$ cat src/rtl/bp_initiator_pkg.sv
// ---------------------------------------------------------------------------
// bp_initiator_pkg
// Shared types for the bus initiator. Contents:
//   - BP_* default widths
//   - state_t:  transaction FSM states
//   - bp_req_t: one queued bus request, as stored in the request FIFO
// The struct is sized by the package defaults. The top module casts its
// parameterised ports into and out of these fields.
// ---------------------------------------------------------------------------
package bp_initiator_pkg;

  localparam int BP_ADDR_WIDTH = 32;
  localparam int BP_DATA_WIDTH = 32;
  localparam int BP_STRB_WIDTH = BP_DATA_WIDTH / 8;

  typedef enum logic [1:0] {
    IDLE   = 2'd0,
    ACCESS = 2'd1,
    RESP   = 2'd2
  } state_t;

  typedef struct packed {
    logic                     write;
    logic [BP_ADDR_WIDTH-1:0] addr;
    logic [BP_DATA_WIDTH-1:0] wdata;
    logic [BP_STRB_WIDTH-1:0] strobe;
  } bp_req_t;

endpackage

$ cat src/rtl/bp_initiator_if.sv
// ---------------------------------------------------------------------------
// bus_protocol_if
// Simple memory-mapped peripheral bus.
//   Master -> peripheral: wen, ren, addr, wdata, strobe, plus the hint
//     fields is_burst, burst_type, burst_length and secure_transfer.
//   Peripheral -> master: rdata, error, request_stall.
// Modports:
//   protocol   - master side (bus initiator)
//   peripheral - slave side
// ---------------------------------------------------------------------------
interface bus_protocol_if #(
  parameter int ADDR_WIDTH = 32,
  parameter int DATA_WIDTH = 32
);

  logic                    wen;
  logic                    ren;
  logic [ADDR_WIDTH-1:0]   addr;
  logic [DATA_WIDTH-1:0]   wdata;
  logic [DATA_WIDTH/8-1:0] strobe;

  logic                    is_burst;
  logic [1:0]              burst_type;
  logic [7:0]              burst_length;
  logic                    secure_transfer;

  logic [DATA_WIDTH-1:0]   rdata;
  logic                    error;
  logic                    request_stall;

  modport protocol (
    output wen, ren, addr, wdata, strobe,
    output is_burst, burst_type, burst_length, secure_transfer,
    input  rdata, error, request_stall
  );

  modport peripheral (
    input  wen, ren, addr, wdata, strobe,
    input  is_burst, burst_type, burst_length, secure_transfer,
    output rdata, error, request_stall
  );

endinterface

$ cat src/rtl/bp_initiator_fifo.sv
// ---------------------------------------------------------------------------
// bp_req_fifo
// Synchronous request FIFO of bp_req_t entries. The head entry is shown
// combinationally on rdata.
// Ports:
//   clk, nReset  - clock; synchronous active-high reset (clears pointers)
//   push, wdata  - enqueue; ignored when full
//   pop          - dequeue head; ignored when empty
//   rdata        - current head entry
//   full, empty  - derived from the registered occupancy count
// ---------------------------------------------------------------------------
module bp_req_fifo
  import bp_initiator_pkg::*;
#(
  parameter int DEPTH = 4
) (
  input  logic    clk,
  input  logic    nReset,
  input  logic    push,
  input  logic    pop,
  input  bp_req_t wdata,
  output bp_req_t rdata,
  output logic    full,
  output logic    empty
);

  localparam int PW = $clog2(DEPTH);
  localparam int CW = PW + 1;

  bp_req_t         mem_q [DEPTH];
  logic [PW-1:0]   wr_ptr_q, wr_ptr_d;
  logic [PW-1:0]   rd_ptr_q, rd_ptr_d;
  logic [CW-1:0]   count_q, count_d;
  logic            push_ok;
  logic            pop_ok;

  assign full    = (count_q == CW'(DEPTH));
  assign empty   = (count_q == '0);
  assign push_ok = push && !full;
  assign pop_ok  = pop && !empty;
  assign rdata   = mem_q[rd_ptr_q];

  always_comb begin
    wr_ptr_d = wr_ptr_q;
    rd_ptr_d = rd_ptr_q;
    count_d  = count_q;
    // Pointers wrap naturally because DEPTH is a power of two.
    if (push_ok) wr_ptr_d = wr_ptr_q + 1'b1;
    if (pop_ok)  rd_ptr_d = rd_ptr_q + 1'b1;
    case ({push_ok, pop_ok})
      2'b10:   count_d = count_q + 1'b1;
      2'b01:   count_d = count_q - 1'b1;
      default: count_d = count_q;
    endcase
  end

  always_ff @(posedge clk) begin
    if (nReset) begin
      wr_ptr_q <= '0;
      rd_ptr_q <= '0;
      count_q  <= '0;
    end else begin
      wr_ptr_q <= wr_ptr_d;
      rd_ptr_q <= rd_ptr_d;
      count_q  <= count_d;
    end
  end

  // Storage is not reset; validity is tracked by the pointers alone.
  always_ff @(posedge clk) begin
    if (push_ok) mem_q[wr_ptr_q] <= wdata;
  end

endmodule

$ cat src/rtl/bp_initiator.sv
// ---------------------------------------------------------------------------
// bp_initiator
// Bus master for bus_protocol_if. A local requester queues read and write
// commands through a request FIFO. The block issues them one at a time,
// honours request_stall, and aborts after STALL_TIMEOUT consecutive stalls.
// Each result is returned through a registered response port.
// Ports:
//   clk, nReset        - clock; synchronous active-high reset
//   req_valid/ready    - request handshake (ready = FIFO not full)
//   req_write, req_addr, req_wdata, req_strobe - request payload
//   rsp_valid/ready    - response handshake
//   rsp_rdata, rsp_error, rsp_timeout - response payload
//   bp                 - bus_protocol_if.protocol master port
// ---------------------------------------------------------------------------
module bp_initiator
  import bp_initiator_pkg::*;
#(
  parameter int ADDR_WIDTH    = 32,
  parameter int DATA_WIDTH    = 32,
  parameter int FIFO_DEPTH    = 4,
  parameter int STALL_TIMEOUT = 255
) (
  input  logic                    clk,
  input  logic                    nReset,
  input  logic                    req_valid,
  output logic                    req_ready,
  input  logic                    req_write,
  input  logic [ADDR_WIDTH-1:0]   req_addr,
  input  logic [DATA_WIDTH-1:0]   req_wdata,
  input  logic [DATA_WIDTH/8-1:0] req_strobe,
  output logic                    rsp_valid,
  input  logic                    rsp_ready,
  output logic [DATA_WIDTH-1:0]   rsp_rdata,
  output logic                    rsp_error,
  output logic                    rsp_timeout,
  bus_protocol_if.protocol        bp
);

  localparam int CNT_W = $clog2(STALL_TIMEOUT + 1);
  // Counter value at which one more stalled edge reaches the timeout.
  localparam logic [CNT_W-1:0] STALL_LAST = CNT_W'(STALL_TIMEOUT - 1);

  state_t                  state_q, state_d;
  bp_req_t                 req_q, req_d;
  logic                    wen_q, wen_d;
  logic                    ren_q, ren_d;
  logic [CNT_W-1:0]        stall_cnt_q, stall_cnt_d;
  logic                    rsp_valid_q, rsp_valid_d;
  logic [DATA_WIDTH-1:0]   rsp_rdata_q, rsp_rdata_d;
  logic                    rsp_error_q, rsp_error_d;
  logic                    rsp_timeout_q, rsp_timeout_d;

  logic                    fifo_push;
  logic                    fifo_pop;
  logic                    fifo_full;
  logic                    fifo_empty;
  bp_req_t                 fifo_wdata;
  bp_req_t                 fifo_rdata;
  logic                    timeout_hit;

  // Request FIFO. req_ready comes only from the registered count.
  assign req_ready  = !fifo_full;
  assign fifo_push  = req_valid && !fifo_full;
  assign fifo_wdata = '{write:  req_write,
                        addr:   BP_ADDR_WIDTH'(req_addr),
                        wdata:  BP_DATA_WIDTH'(req_wdata),
                        strobe: BP_STRB_WIDTH'(req_strobe)};

  bp_req_fifo #(
    .DEPTH(FIFO_DEPTH)
  ) u_fifo (
    .clk   (clk),
    .nReset(nReset),
    .push  (fifo_push),
    .pop   (fifo_pop),
    .wdata (fifo_wdata),
    .rdata (fifo_rdata),
    .full  (fifo_full),
    .empty (fifo_empty)
  );

  assign timeout_hit = bp.request_stall && (stall_cnt_q == STALL_LAST);

  // FSM state register.
  always_ff @(posedge clk) begin
    if (nReset) state_q <= IDLE;
    else        state_q <= state_d;
  end

  // FSM next-state logic.
  always_comb begin
    state_d = state_q;
    case (state_q)
      IDLE:    if (!fifo_empty) state_d = ACCESS;
      ACCESS:  if (!bp.request_stall || timeout_hit) state_d = RESP;
      RESP:    if (rsp_ready) state_d = IDLE;
      default: state_d = IDLE;
    endcase
  end

  // FSM outputs: FIFO pop plus next values of the bus and response registers.
  always_comb begin
    fifo_pop      = 1'b0;
    req_d         = req_q;
    wen_d         = wen_q;
    ren_d         = ren_q;
    stall_cnt_d   = stall_cnt_q;
    rsp_valid_d   = rsp_valid_q;
    rsp_rdata_d   = rsp_rdata_q;
    rsp_error_d   = rsp_error_q;
    rsp_timeout_d = rsp_timeout_q;
    case (state_q)
      IDLE: begin
        stall_cnt_d = '0;
        if (!fifo_empty) begin
          fifo_pop = 1'b1;
          req_d    = fifo_rdata;
          wen_d    = fifo_rdata.write;
          ren_d    = !fifo_rdata.write;
        end
      end
      ACCESS: begin
        if (!bp.request_stall) begin
          wen_d         = 1'b0;
          ren_d         = 1'b0;
          rsp_valid_d   = 1'b1;
          rsp_rdata_d   = req_q.write ? '0 : bp.rdata;
          rsp_error_d   = bp.error;
          rsp_timeout_d = 1'b0;
        end else if (timeout_hit) begin
          wen_d         = 1'b0;
          ren_d         = 1'b0;
          rsp_valid_d   = 1'b1;
          rsp_rdata_d   = '0;
          rsp_error_d   = 1'b1;
          rsp_timeout_d = 1'b1;
        end else begin
          stall_cnt_d = stall_cnt_q + 1'b1;
        end
      end
      RESP: begin
        // The payload is held after consumption; only valid drops.
        if (rsp_ready) rsp_valid_d = 1'b0;
      end
      default: begin
        wen_d = 1'b0;
        ren_d = 1'b0;
      end
    endcase
  end

  always_ff @(posedge clk) begin
    if (nReset) begin
      req_q         <= '0;
      wen_q         <= 1'b0;
      ren_q         <= 1'b0;
      stall_cnt_q   <= '0;
      rsp_valid_q   <= 1'b0;
      rsp_rdata_q   <= '0;
      rsp_error_q   <= 1'b0;
      rsp_timeout_q <= 1'b0;
    end else begin
      req_q         <= req_d;
      wen_q         <= wen_d;
      ren_q         <= ren_d;
      stall_cnt_q   <= stall_cnt_d;
      rsp_valid_q   <= rsp_valid_d;
      rsp_rdata_q   <= rsp_rdata_d;
      rsp_error_q   <= rsp_error_d;
      rsp_timeout_q <= rsp_timeout_d;
    end
  end

  // Bus outputs come straight from registers.
  assign bp.wen             = wen_q;
  assign bp.ren             = ren_q;
  assign bp.addr            = ADDR_WIDTH'(req_q.addr);
  assign bp.wdata           = DATA_WIDTH'(req_q.wdata);
  assign bp.strobe          = (DATA_WIDTH/8)'(req_q.strobe);
  assign bp.is_burst        = 1'b0;
  assign bp.burst_type      = 2'b00;
  assign bp.burst_length    = 8'd0;
  assign bp.secure_transfer = 1'b0;

  assign rsp_valid   = rsp_valid_q;
  assign rsp_rdata   = rsp_rdata_q;
  assign rsp_error   = rsp_error_q;
  assign rsp_timeout = rsp_timeout_q;

endmodule

$ cat src/flat_wrapper.sv
// flat-port wrapper written by rule: the top's interface ports become plain ports
module bp_initiator_flat import bp_initiator_pkg::*;
#(
  parameter int ADDR_WIDTH    = 32,
  parameter int DATA_WIDTH    = 32,
  parameter int FIFO_DEPTH    = 4,
  parameter int STALL_TIMEOUT = 255
)
  (clk, nReset, req_valid, req_ready, req_write, req_addr, req_wdata, req_strobe, rsp_valid, rsp_ready, rsp_rdata, rsp_error, rsp_timeout, bp_wen, bp_ren, bp_addr, bp_wdata, bp_strobe, bp_is_burst, bp_burst_type, bp_burst_length, bp_secure_transfer, bp_rdata, bp_error, bp_request_stall);
  bus_protocol_if #(.ADDR_WIDTH(ADDR_WIDTH), .DATA_WIDTH(DATA_WIDTH)) bp_i ();
  input  logic clk;
  input  logic nReset;
  input  logic req_valid;
  output logic req_ready;
  input  logic req_write;
  input  logic [ADDR_WIDTH-1:0] req_addr;
  input  logic [DATA_WIDTH-1:0] req_wdata;
  input  logic [DATA_WIDTH/8-1:0] req_strobe;
  output logic rsp_valid;
  input  logic rsp_ready;
  output logic [DATA_WIDTH-1:0] rsp_rdata;
  output logic rsp_error;
  output logic rsp_timeout;
  output wire logic [$bits(bp_i.wen)-1:0] bp_wen;
  output wire logic [$bits(bp_i.ren)-1:0] bp_ren;
  output wire logic [$bits(bp_i.addr)-1:0] bp_addr;
  output wire logic [$bits(bp_i.wdata)-1:0] bp_wdata;
  output wire logic [$bits(bp_i.strobe)-1:0] bp_strobe;
  output wire logic [$bits(bp_i.is_burst)-1:0] bp_is_burst;
  output wire logic [$bits(bp_i.burst_type)-1:0] bp_burst_type;
  output wire logic [$bits(bp_i.burst_length)-1:0] bp_burst_length;
  output wire logic [$bits(bp_i.secure_transfer)-1:0] bp_secure_transfer;
  input wire logic [$bits(bp_i.rdata)-1:0] bp_rdata;
  input wire logic [$bits(bp_i.error)-1:0] bp_error;
  input wire logic [$bits(bp_i.request_stall)-1:0] bp_request_stall;
  assign bp_wen = bp_i.wen;
  assign bp_ren = bp_i.ren;
  assign bp_addr = bp_i.addr;
  assign bp_wdata = bp_i.wdata;
  assign bp_strobe = bp_i.strobe;
  assign bp_is_burst = bp_i.is_burst;
  assign bp_burst_type = bp_i.burst_type;
  assign bp_burst_length = bp_i.burst_length;
  assign bp_secure_transfer = bp_i.secure_transfer;
  assign bp_i.rdata = bp_rdata;
  assign bp_i.error = bp_error;
  assign bp_i.request_stall = bp_request_stall;
  bp_initiator #(.ADDR_WIDTH(ADDR_WIDTH), .DATA_WIDTH(DATA_WIDTH), .FIFO_DEPTH(FIFO_DEPTH), .STALL_TIMEOUT(STALL_TIMEOUT)) u_core (.clk(clk), .nReset(nReset), .req_valid(req_valid), .req_ready(req_ready), .req_write(req_write), .req_addr(req_addr), .req_wdata(req_wdata), .req_strobe(req_strobe), .rsp_valid(rsp_valid), .rsp_ready(rsp_ready), .rsp_rdata(rsp_rdata), .rsp_error(rsp_error), .rsp_timeout(rsp_timeout), .bp(bp_i));
endmodule
$ cat config.mk
export PLATFORM = sky130hd
export DESIGN_NAME = bp_initiator_flat
export DESIGN_NICKNAME = d
export VERILOG_FILES = /design/src/rtl/bp_initiator_pkg.sv /design/src/rtl/bp_initiator_if.sv /design/src/rtl/bp_initiator_fifo.sv /design/src/rtl/bp_initiator.sv /design/src/flat_wrapper.sv
export SDC_FILE = /design/constraint.sdc
export NUM_CORES = 1
export LEC_CHECK = 0
export ABC_AREA = 1
export CAP_MARGIN = 25
export CORE_MARGIN = 1
export CORE_UTILIZATION = 50
export CTS_CLUSTER_DIAMETER = 50
export DETAILED_ROUTE_END_ITERATION = 8
export PLACE_DENSITY_LB_ADDON = 0.25
export SYNTH_ARGS = -nofsm -noshare
export SYNTH_HDL_FRONTEND = slang
export SYNTH_SLANG_ARGS = --single-unit
$ cat constraint.sdc
create_clock -name clk -period 6.4 [get_ports clk]
set_input_delay 1.6 -clock clk [delete_from_list [all_inputs] [get_ports clk]]
set_output_delay 1.6 -clock clk [all_outputs]
set_load 0.02 [all_outputs]
Word level (Yosys, flattened, before mapping)

Memory sizes are Yosys's and may differ from the RTL's. A register that Yosys moved wholly into a read port is not among the register bits.
Index checks and enable logic that the tools add are counted.

Reduce and logical (&&, ||, !) cells: 20
Bitwise logic cells: 2
Eq/ne operators: 13
Mux-type cells: 29
Add/subtract/negate cells: 5

Operator list:

| operator              | count |
|---|---|
| $mux W32              | 3 |
| $mux W8               | 2 |
| $pmux W8 S2           | 1 |
| $mux W1               | 13 |
| $reduce_and A3 Y1     | 4 |
| $mux W2               | 5 |
| $add A8 B1 Y8 const B | 1 |
| $eq A8 B8 Y1 const B  | 1 |
| $ne A2 B2 Y1 const B  | 4 |
| $pmux W1 S3           | 2 |
| $pmux W2 S3           | 1 |
| $pmux W3 S2           | 1 |
| $reduce_bool A2 Y1    | 3 |
| $add A2 B1 Y2 const B | 2 |
| $eq A2 B1 Y1 const B  | 2 |
| $eq A2 B2 Y1 const B  | 2 |
| $logic_and A1 B1 Y1   | 4 |
| $logic_not A1 Y1      | 4 |
| $ne A2 B1 Y1 const B  | 2 |
| $reduce_and A2 Y1     | 2 |
| $add A3 B1 Y3 const B | 1 |
| $eq A3 B3 Y1 const B  | 1 |
| $logic_not A3 Y1      | 1 |
| $ne A3 B2 Y1 const B  | 1 |
| 5 further kinds       | 6 |

Input bits: 107
Memories kept: 1
Bits in writable memories: 276
Logic and storage cells: 85
Output and inout port bits: 118
Register bits: 123

Memories:

| memory              | words | width | read ports | clocked after Yosys merged registers in | write ports | line                    | source |
|---|---|---|---|---|---|---|---|
| u_core.u_fifo.mem_q | 4     | 69    | 1          | 1                                       | 1           | bp_initiator_fifo.sv:30 | `bp_req_t mem_q [DEPTH];` |

Depth between registers and ports, before layout

Depth in word-level cells: 6
Mapped depth: 13
Depth with buffers taken out: 11

Cells and area by module

Synthesis repeated with hierarchy kept, for this count alone.

Cell total of the unflattened synthesis: 1374
Area, all modules: 15658.8 sq um

Modules (own cells, without submodules):

| module       | seq. area each (sq um) | area each (sq um) | times used | cells an instance |
|---|---|---|---|---|
| bp_req_fifo  | 8468.1                 | 10721.5           | 1          | 737 |
| bp_initiator | 2322.2                 | 4937.2            | 1          | 637 |

Worst setup path after synthesis

OpenSTA, ideal clock, no wires.

Path type: input to register
Start point: in req_valid
End point: mem u_core.u_fifo.mem_q[0][0] (netlist bit), enable pin
Data required time: 5.903 ns
Path buffers: 0
Path slack: 1.237 ns
Stages: 2
Library setup time: 0.497 ns
Data arrival time: 4.666 ns
Cells stage by stage: nand2_1 > nor2_1

Longest elaborated chain between the ends: 4

Ends and longest elaborated chain:

| element                       | line                    | source |
|---|---|---|
| from (decl)                   | flat_wrapper.sv:13      | `input logic req_valid;` |
| $logic_and A1 B1 Y1           | bp_initiator.sv:63      | `assign fifo_push = req_valid && !fifo_full;` |
| $logic_and A1 B1 Y1           | bp_initiator_fifo.sv:39 | `assign push_ok = push && !full;` |
| $mux W1                       | bp_initiator_fifo.sv:71 | `if (push_ok) mem_q[wr_ptr_q] <= wdata;` |
| $mux W1 (not written as such) | bp_initiator_fifo.sv:71 |  |
| to (decl)                     | bp_initiator_fifo.sv:30 |  |

Every way passes these cells.

Final worst setup path

Start point: in req_valid
End point: mem u_core.u_fifo.mem_q[1][4] (netlist bit), enable pin

Same word-level chain as after synthesis.

==> implementation parameters <==
Parameter                              Value

Status
  Outcome ... completed

Min path
  Worst Hold Depth ... 2
  End point of the worst hold path ... u_core.rsp_rdata[7]
  Path class of the lowest-slack min-delay path ... flip-flop to flip-flop
  Startpoint of the lowest-slack hold path ... u_core.rsp_rdata[7]

Setup path
  FF-to-FF path depth ... 12
  Worst path arrival time ... approximately 3.7 ns
  Master of the slowest instance on the critical path ... sky130_fd_sc_hd__nor2_4
  Element type at the critical path end ... flip-flop
  Startpoint class of the critical path ... primary input
  CP Data Required Time ... 6.62 ns
  Slack of the worst reg-to-reg path ... approximately 3.1 ns
  Largest fanout on the critical path ... 40
  Path type of the worst setup path ... primary input to flip-flop
  R2r startpoint ... u_core.state_q[1]
  Worst-path cell chain ... clkdlybuf4s50_1, nand2_1, nor2_4, buf_12
  Worst flop-to-flop path endpoint ... u_core.u_fifo.count_q[2]
  Crit path buf inv count ... 2
  Slowest stage delay, CP ... around 0.86 ns
  Cell type group with the largest total delay on the critical path ... simple AND/OR/NAND/NOR gates

Logic synthesis
  Synth area leaders ... sky130_fd_sc_hd__edfxtp_1 (53%), sky130_fd_sc_hd__dfxtp_1 (16%), sky130_fd_sc_hd__nor2_1 (7.0%), sky130_fd_sc_hd__o21ai_0 (6.0%), sky130_fd_sc_hd__buf_4 (4.7%)
  Complex-gate fraction of the synthesized area ... 0.115
  Cell taking the most area after synthesis ... sky130_fd_sc_hd__edfxtp_1
  Seq/Total Area, Yosys ... 0.692
  Main combinational cell family by area after synthesis ... compound AO/OA/AOI/OAI gates
  Number of synthesized register bits ... 401
  Post-synthesis adder-cell area fraction ... 0.00931
  Cell area after synthesis ... ~16,000 um^2
  Simple-gate area share of the yosys netlist ... 0.108
  Mux contribution to synthesized area ... 0
  Post-synthesis share of cell area spent on xor and xnor gates ... 0.000562
  Unique masters post-synth ... 31
  Fraction of synthesized cell area taken by the top area cell type ... 0.531
  Synthesized area per cell ... ~11 um^2
  Warnings, synthesis ... 0
  Cells after synthesis ... approximately 1,400

Floorplan
  Number of cell rows ... 64
  Die area ... around 32,000 um^2
  Effective utilization at floorplan ... 0.508
  Floorplan Core Area ... between 30,000 and 40,000 um^2
  Top-level port count ... 225
  Die height ... between 150 and 200 um
  Chip width ... roughly 180 um

Place
  Post-DP HPWL ... 18,700 um
  Routability congestion estimate from global placement ... just under 0.8
  Count of port buffers added during placement ... between 200 and 250
  Cell count after placement ... ~1,800

Pwr
  Power density normalized to cell area ... 458 nW/um^2
  LEAKAGE ... around 0.0065 uW
  Worst vdd rail ir drop ... approximately 0.00024 V

GRT
  Met3 Use GR ... 0.0420
  Total GRT Usage ... 0.206
  Largest net degree at the start of global routing ... ~110
  Via count of the first global-routing pass ... 9,780
  Wire length of the first global-routing pass ... roughly 51,000 um
  Remaining global-route overflow ... 0
  Met2 usage ... 0.355
  Initial antenna violation count ... 3
  Most Used Layer, Global Route ... met2
  Global-route track usage on met1 ... 0.257

STA
  Final hold violations ... 0
  Final critical delay including setup and external delays ... between 3 and 4 ns
  Total negative slack for setup checks ... 0 ns
  Transition time at the pin with the least slew margin ... around 0.99 ns
  Upper clock frequency limit ... 291 MHz
  Unrepaired setup endpoints after global routing ... false
  Setup clock skew after layout ... about 0.015 ns
  Max transition margin ... 0.338
  Final Setup Violations ... 0
  Crit share post-route ... 0.537
  Pins Over Slew Limit ... 0

Clock network
  Cts repair resizes ... 0
  Clock tree from TritonCTS ... done
  Maximum buffer depth of the clock tree ... 3
  H-tree lvl count ... 2
  Clock Pin Slew Worst Setup and Hold Paths ... 0.06 ns
  Worst-Skew Late Latency ... about 0.55 ns
  TritonCTS Buffers ... 43
  Root Buffer Master ... sky130_fd_sc_hd__clkbuf_16
  Count of clock tree sinks ... ~400
  Number of hold-repair buffers added at the cts stage ... 0
  Post-CTS setup repair buffer count ... 0

Finish
  Area growth from synthesis to final layout ... 20.8%
  Number of standard cells in the layout, taps in and fillers out ... slightly below 2,000
  # fillers ... about 2,400
  Fraction of final layout cells with drive strength greater than 1 ... 0.0661
  Final nets ... between 1,500 and 2,000

Routing
  Aggregate routed wire length ... between 30,000 and 40,000 um
  Final ANT Viol Nets ... 0
  Routed via count ... approximately 10,000
  Average vias per placed instance ... around 5.3
  DRC Markers ... 0
  Drt pass-1 iters ... 5
  Routed wire length per instance ... roughly 17 um
  Starting DRC count in detailed routing ... about 730

Flow run
  Max-cap check violation count ... 0
## placed cells by master (no fill, tap or decap), drive strengths merged
cell type and count:
nor2 293, edfxtp 276, o21ai 215, clkdlybuf4s50 212, dfxtp 125, nand2 108, o22ai 68, clkbuf 57
a21oi 53, inv 35, nand3 18, buf 16, clkinv 15, conb 12, ha 10, bufinv 4
nor3 3, nand4 2, or2 2, diode 1, a31oi 1, xor2 1, or3 1, fa 1
clkinvlp 1
## Yosys cell counts, drive strengths merged
| library cell | number |
|---|---|
| a21oi | 53 |
| o21ai | 215 |
| ha | 10 |
| nor2 | 293 |
| nor3 | 3 |
| buf | 120 |
| or3 | 1 |
| dfxtp | 125 |
| conb | 1 |
| nand3 | 18 |
| edfxtp | 276 |
| a31oi | 1 |
| fa | 1 |
| o22ai | 68 |
| xor2 | 1 |
| nand4 | 2 |
| clkbuf | 40 |
| inv | 32 |
| nand2 | 108 |
| or2 | 2 |
## metal layers
metal,share of wire,vias to the layer above,wire [um]
met5,0.00040,-,13
met4,0.023,2,746
met3,0.062,62,2040
met2,0.49,308,16100
met1,0.43,4853,14000
li1,-,4945,-
## state kept, by name, summed over array words and instances (netlist names), named ones only
signal and count:
u_core.bp.strobe 4, u_core.u_fifo.count_q 3, u_core.u_fifo.mem_q 276, u_core.rsp_error 1
u_core.bp.ren 1, u_core.rsp_valid 1, u_core.u_fifo.rd_ptr_q 2, u_core.rsp_timeout 1
u_core.bp.wen 1, u_core.rsp_rdata 32, u_core.bp.addr 32, u_core.u_fifo.wr_ptr_q 2
u_core.state_q 2, u_core.bp.wdata 32, u_core.stall_cnt_q 8, u_core.req_q 1
## worst min-delay path, delay by kind of cell (launching register included)
family             cells  cell delay [ns]
DFF                    1             0.30
and+or+nand+nor        1             0.06
AOI/OAI and AO/OA      1             0.05
## worst max-delay path by stage
stage / cells after the start / slack [ns] / to / from
after floorplan: 2 / 1.24 / u_core.u_fifo.mem_q[0][0] / req_valid
after global placement: 4 / 2.43 / u_core.u_fifo.mem_q[1][16] / req_valid
after detailed placement: 4 / 2.40 / u_core.u_fifo.mem_q[1][15] / req_valid
after CTS: 4 / 2.96 / u_core.u_fifo.mem_q[1][4] / req_valid
after global routing: 12 / 2.71 / u_core.u_fifo.count_q[2] / u_core.state_q[0]
final: 4 / 2.97 / u_core.u_fifo.mem_q[1][4] / req_valid
## stage by stage
step                power (uW)   util  setup slack (ns)  cell area (um^2)  hold slack [ns]
floorplan                 5540      -              1.24             15600            0.437
global placement          6170  0.566              2.43             17400            0.446
detailed placement        6220  0.567              2.40             17400            0.452
CTS                       8690  0.613              2.96             18800            0.461
global route              9100  0.614              2.71             18800            0.477
finish                    8630  0.614              2.97             18800            0.458
## cell type report
type | instances | area (um^2) | share of cell area
clock inverters | 23 | 245 | 0.0130
flip-flops and latches | 401 | 10800 | 0.573
multi-input cells | 788 | 3700 | 0.196
diodes | 1 | 2.50 | 0.000133
well taps | 396 | 495 | 0.0263
inverters | 32 | 123 | 0.00651
repair buffers | 228 | 2310 | 0.122
clock buffers | 57 | 1170 | 0.0621
## power by group
part	switching, uW	internal, uW
combinational	1720	985
sequential	197	3260
clock	1000	1460
## cell families after synthesis
family / count (synthesis)
and+or+nand+nor: 427
adders and majority gates: 11
DFF: 401
other: 1
xor gates and xnor gates: 1
buffers and inverters: 192
AOI/OAI and AO/OA: 337
Note: power is estimated with default switching activity, not from simulation.
